`src/rtl/shift_reg_ctrl.sv`:
```
// shift_reg_ctrl: sequencer for a serial-in/parallel-out shift register.
// Accepts a word, serializes it into the register over WIDTH shift cycles,
// captures the parallel output and reports it with a mismatch flag.
module shift_reg_ctrl #(
  parameter int WIDTH     = 4,
  parameter bit MSB_FIRST = 1'b1
) (
  input  logic             clk,
  input  logic             rst,
  input  logic             in_valid,
  output logic             in_ready,
  input  logic [WIDTH-1:0] in_data,
  output logic             sr_s_in,
  output logic             sr_shift_en,
  input  logic [WIDTH-1:0] sr_q,
  output logic             out_valid,
  input  logic             out_ready,
  output logic [WIDTH-1:0] out_data,
  output logic             err,
  output logic             busy
);

  localparam int CW = $clog2(WIDTH + 1);

  localparam logic [1:0] IDLE    = 2'd0;
  localparam logic [1:0] SHIFT   = 2'd1;
  localparam logic [1:0] CAPTURE = 2'd2;
  localparam logic [1:0] DONE    = 2'd3;

  localparam logic [CW-1:0] CNT_LAST = CW'(WIDTH - 1);
  localparam logic [CW-1:0] CNT_ONE  = CW'(1);

  // Mirror image of a word: bit i moves to bit WIDTH-1-i.
  function automatic logic [WIDTH-1:0] bit_reverse(input logic [WIDTH-1:0] w);
    logic [WIDTH-1:0] r;
    for (int i = 0; i < WIDTH; i++) begin
      r[i] = w[WIDTH-1-i];
    end
    return r;
  endfunction

  // Word the register should hold after WIDTH shifts of this input.
  function automatic logic [WIDTH-1:0] expected_word(input logic [WIDTH-1:0] d);
    if (MSB_FIRST) begin
      return d;
    end else begin
      return bit_reverse(d);
    end
  endfunction

  // Advance the hold register toward the serialized end, zero-filling.
  function automatic logic [WIDTH-1:0] shift_hold(input logic [WIDTH-1:0] h);
    if (MSB_FIRST) begin
      return {h[WIDTH-2:0], 1'b0};
    end else begin
      return {1'b0, h[WIDTH-1:1]};
    end
  endfunction

  logic [1:0]       state_r;
  logic [1:0]       state_s;
  logic [WIDTH-1:0] hold_r;
  logic [WIDTH-1:0] exp_r;
  logic [CW-1:0]    cnt_r;
  logic [WIDTH-1:0] out_data_r;
  logic             err_r;
  logic             serial_bit_s;

  // Next-state decode; handshakes only move the FSM out of IDLE and DONE.
  always_comb begin
    state_s = state_r;
    case (state_r)
      IDLE: begin
        if (in_valid) begin
          state_s = SHIFT;
        end else begin
          state_s = IDLE;
        end
      end
      SHIFT: begin
        if (cnt_r == CNT_LAST) begin
          state_s = CAPTURE;
        end else begin
          state_s = SHIFT;
        end
      end
      CAPTURE: state_s = DONE;
      DONE: begin
        if (out_ready) begin
          state_s = IDLE;
        end else begin
          state_s = DONE;
        end
      end
      default: state_s = IDLE;
    endcase
  end

  // State, datapath and result registers; reset aborts any word in flight.
  always_ff @(posedge clk) begin
    if (rst) begin
      state_r    <= IDLE;
      hold_r     <= {WIDTH{1'b0}};
      exp_r      <= {WIDTH{1'b0}};
      cnt_r      <= {CW{1'b0}};
      out_data_r <= {WIDTH{1'b0}};
      err_r      <= 1'b0;
    end else begin
      state_r <= state_s;
      case (state_r)
        IDLE: begin
          if (in_valid) begin
            hold_r <= in_data;
            exp_r  <= expected_word(in_data);
            cnt_r  <= {CW{1'b0}};
          end else begin
            hold_r <= hold_r;
          end
        end
        SHIFT: begin
          hold_r <= shift_hold(hold_r);
          cnt_r  <= cnt_r + CNT_ONE;
        end
        CAPTURE: begin
          out_data_r <= sr_q;
          err_r      <= (sr_q != exp_r);
        end
        DONE: begin
          out_data_r <= out_data_r;
        end
        default: begin
          hold_r <= hold_r;
        end
      endcase
    end
  end

  // Bit presented to the register: the end of hold that leaves first.
  always_comb begin
    if (MSB_FIRST) begin
      serial_bit_s = hold_r[WIDTH-1];
    end else begin
      serial_bit_s = hold_r[0];
    end
  end

  assign in_ready    = (state_r == IDLE);
  assign busy        = (state_r != IDLE);
  assign out_valid   = (state_r == DONE);
  assign sr_shift_en = (state_r == SHIFT);
  assign sr_s_in     = sr_shift_en & serial_bit_s;
  assign out_data    = out_data_r;
  assign err         = err_r;

endmodule

```
`config.mk`:
```
export PLATFORM = sky130hd
export DESIGN_NAME = shift_reg_ctrl
export DESIGN_NICKNAME = d
export VERILOG_FILES = /design/src/rtl/shift_reg_ctrl.sv
export SDC_FILE = /design/constraint.sdc
export NUM_CORES = 1
export LEC_CHECK = 0
export BUFFER_PORTS_ARGS = -buffer_cell sky130_fd_sc_hd__buf_2
export CAP_MARGIN = 0
export CORE_ASPECT_RATIO = 1.2
export CORE_MARGIN = 8
export CORE_UTILIZATION = 37
export CTS_CLUSTER_DIAMETER = 200
export CTS_CLUSTER_SIZE = 24
export DETAILED_ROUTE_END_ITERATION = 8
export MAX_ROUTING_LAYER = met4
export PLACE_DENSITY_LB_ADDON = 0.05
export SLEW_MARGIN = 20
export SYNTH_ARGS = -nofsm -noshare
export SYNTH_HDL_FRONTEND = slang
export SYNTH_SLANG_ARGS = --single-unit
```
`constraint.sdc`:
```
create_clock -name clk -period 1.65 [get_ports clk]
set_input_delay 0.2475 -clock clk [delete_from_list [all_inputs] [get_ports clk]]
set_output_delay 0.2475 -clock clk [all_outputs]
set_load 0.01 [all_outputs]
```
==> impl_metrics.json <==
{
  "clock_sinks": 18,
  "core_mm2": 0.00221,
  "critPathCaptureType": "output port",
  "die_area_mm2": 0.00403,
  "hold_violations": 0,
  "num_rows": 19,
  "insertion_delay_ns": 0.29,
  "syn_inst": 96,
  "min_period_ns": 1.54,
  "drv_slew": 0,
  "port_buffers": 21,
  "critPathKind": "reg2out",
  "final_cell_mix": "21 x buf_2, 16 x dfxtp_1, 11 x nor2_1",
  "syn_area_per_cell_um2": 8.67,
  "cp-start-kind": "flop",
  "pre_cts_ws_ns": 0.179,
  "rsz0062_at_grt": "false",
  "yosysSeqAreaShare": 0.433,
  "worstPathBufferInverterCount": 3,
  "min_path_type": "in2reg",
  "fin_cells": 147,
  "synth.area.top_cells": "dfxtp_1 43%, a21oi_1 6.0%, nor2_1 5.0%",
  "syn_nets": 110,
  "cts_tree": "done",
  "timing.critical_path.cells": "buf_4 -> or2_2 -> inv_1 -> buf_2",
  "finalCritPeriodShare": 0.932,
  "required_ns": 1.40,
  "antenna_found_initial": 0,
  "place_congestion": 0.751,
  "wl_per_cell_um": 11.6,
  "arrival_ns": 1.29,
  "critPathSlowestCell": "dfxtp_2",
  "nNetsFinal": 131,
  "syn_area_um2": 832,
  "final_common_cell": "buf_2",
  "vias": 694,
  "synth_top_cell_by_area": "dfxtp_1",
  "max_freq_mhz": 650,
  "grt_overflow_total": 0,
  "drt_iter0_markers": 8,
  "hpwl_um": 1350,
  "num_antenna_cells": 0,
  "cts_max_path_buffers": 2,
  "vdd_drop_max_mv": 0.396,
  "grt_pass1_vias": 701,
  "status": "finished, final reports clean",
  "cp_slowest_stage_delay_ns": 0.37,
  "drt-total-wl_um": 1710,
  "finalSetupViolCount": 0,
  "yosysWarningCount": 0,
  "vias_per_cell": 4.72,
  "tightest_slew_ns": 0.335,
  "dp.cells": 143,
  "fp.dieW_um": 59.3,
  "synth_top_area_frac": 0.433,
  "ioPinCount": 22,
  "synth.ff_latch_count": 18,
  "cp_max_fo": 8,
  "power.density_mw_per_mm2": 851,
  "drive_gt1_frac": 0.302,
  "setup_tns_ns": 0,
  "timing.max_cap.violations": 0,
  "cp_top_family": "flip-flops",
  "cts_root_buffer": "clkbuf_4",
  "htree_levels": 1,
  "clock_skew_ns": 0.00402,
  "post-cts-setup-buffer-count": 0,
  "start_util": 0.376,
  "yosysUniqueCellTypes": 29,
  "drc": 0,
  "track_usage": 0.0941,
  "cts_buffers": 3,
  "maxSlewHeadroom": 0.777,
  "ant_nets": 0,
  "path_clk_slew_ns": 0.10,
  "grt_max_degree": 19,
  "fin_ws_ns": 0.112,
  "grt_first_pass_wirelength_um": 2900,
  "p_leak_uw": 0.000468,
  "p_total_uw": 844,
  "syn2layout_area_growth_pct": 19.2,
  "firstDrtPassIters": 4,
  "die_h_um": 67.9
}
==> layout make-up <==
class	count	area [µm²]
Multi-Input combinational cell	68	427
Clock buffer	4	36.3
Tap cell	31	38.8
Inverter	4	15.0
Fill cell	254	1220
Timing Repair Buffer	22	113
Sequential cell	18	363
==> timing repair <==
action                                  in CTS  in global routing
endpoints found under the hold margin        0                  0
gates resized for setup                      1                  1
endpoints found under the setup margin       1                  2
hold buffers                                 0                  0
==> kinds of logic after synthesis <==
logic type,Yosys count,synth area share
and+or+nand+nor,42,0.271
DFF,18,0.433
AOI/OAI and AO/OA,15,0.108
buffers and inverters,10,0.0541
muxes,5,0.0617
xor gates and xnor gates,4,0.0421
adders and majority gates,2,0.0301
==> tightest hold or removal path, cell delays in order <==
cell and delay [ns]:
buf_2 0.10, nand2_1 0.05, a21oi_1 0.05
==> state kept, by name, indices dropped and copies added, names as in the netlist <==
register and count:
cnt_r 3, err 1, exp_r 4, hold_r 4, out_data 4, state_r 2
==> path summary, 6_finish.rpt <==
path	from	to	slack, ns	cells after the start
hold reg to reg	exp_r[3]$_SDFFE_PP0P_	exp_r[3]$_SDFFE_PP0P_	0.48	2
setup / recovery	state_r[1]$_SDFF_PP0_	in_ready	0.11	4
setup reg to reg	state_r[0]$_SDFF_PP0_	err$_SDFFE_PP0N_	0.36	3
hold / removal	in_data[2]	exp_r[2]$_SDFFE_PP0P_	0.20	3
==> where the power goes <==
| part | leakage (µW) | switching [µW] | total, µW | internal [µW] |
|---|---|---|---|---|
| combinational | 0.000299 | 53.7 | 104 | 50.4 |
| sequential | 0.000148 | 16.8 | 472 | 455 |
| clock | 0.0000210 | 134 | 268 | 134 |
| total | 0.000468 | 205 | 844 | 639 |
==> routing by layer <==
metal	share of wire	vias to the layer above	GRT usage
met2	0.50	12	0.168
met5	0	-	-
met3	0.054	2	0.0207
met4	0.0088	0	0.0359
li1	-	361	-
met1	0.44	319	0.0987
==> cells in the mapped netlist <==
cell	instances
dfxtp_1	18
nor2_1	11
a21oi_1	10
nand2_1	10
nand2b_1	6
inv_1	4
mux2i_1	4
buf_2	3
nor3_1	3
or3b_2	3
xor2_1	3
a211oi_1	2
and2_1	2
ha_1	2
a221oi_1	1
a31oi_1	1
and3b_1	1
buf_1	1
buf_4	1
clkbuf_1	1
mux2_2	1
nand3_1	1
nor3b_1	1
nor3b_2	1
nor4_1	1
o21ba_2	1
or2_2	1
or3b_1	1
xnor2_1	1
==> per-stage QoR <==
stage | cell area [µm²] | utilization | hold WS, ns
finish | 992 | 0.449 | 0.199
floorplan | 832 | - | 0.383
global route | 992 | 0.449 | 0.194
CTS | 991 | 0.448 | 0.192
detailed placement | 953 | 0.431 | 0.466
global placement | 953 | 0.431 | 0.452
No activity file was read; power rests on OpenSTA's default activity.
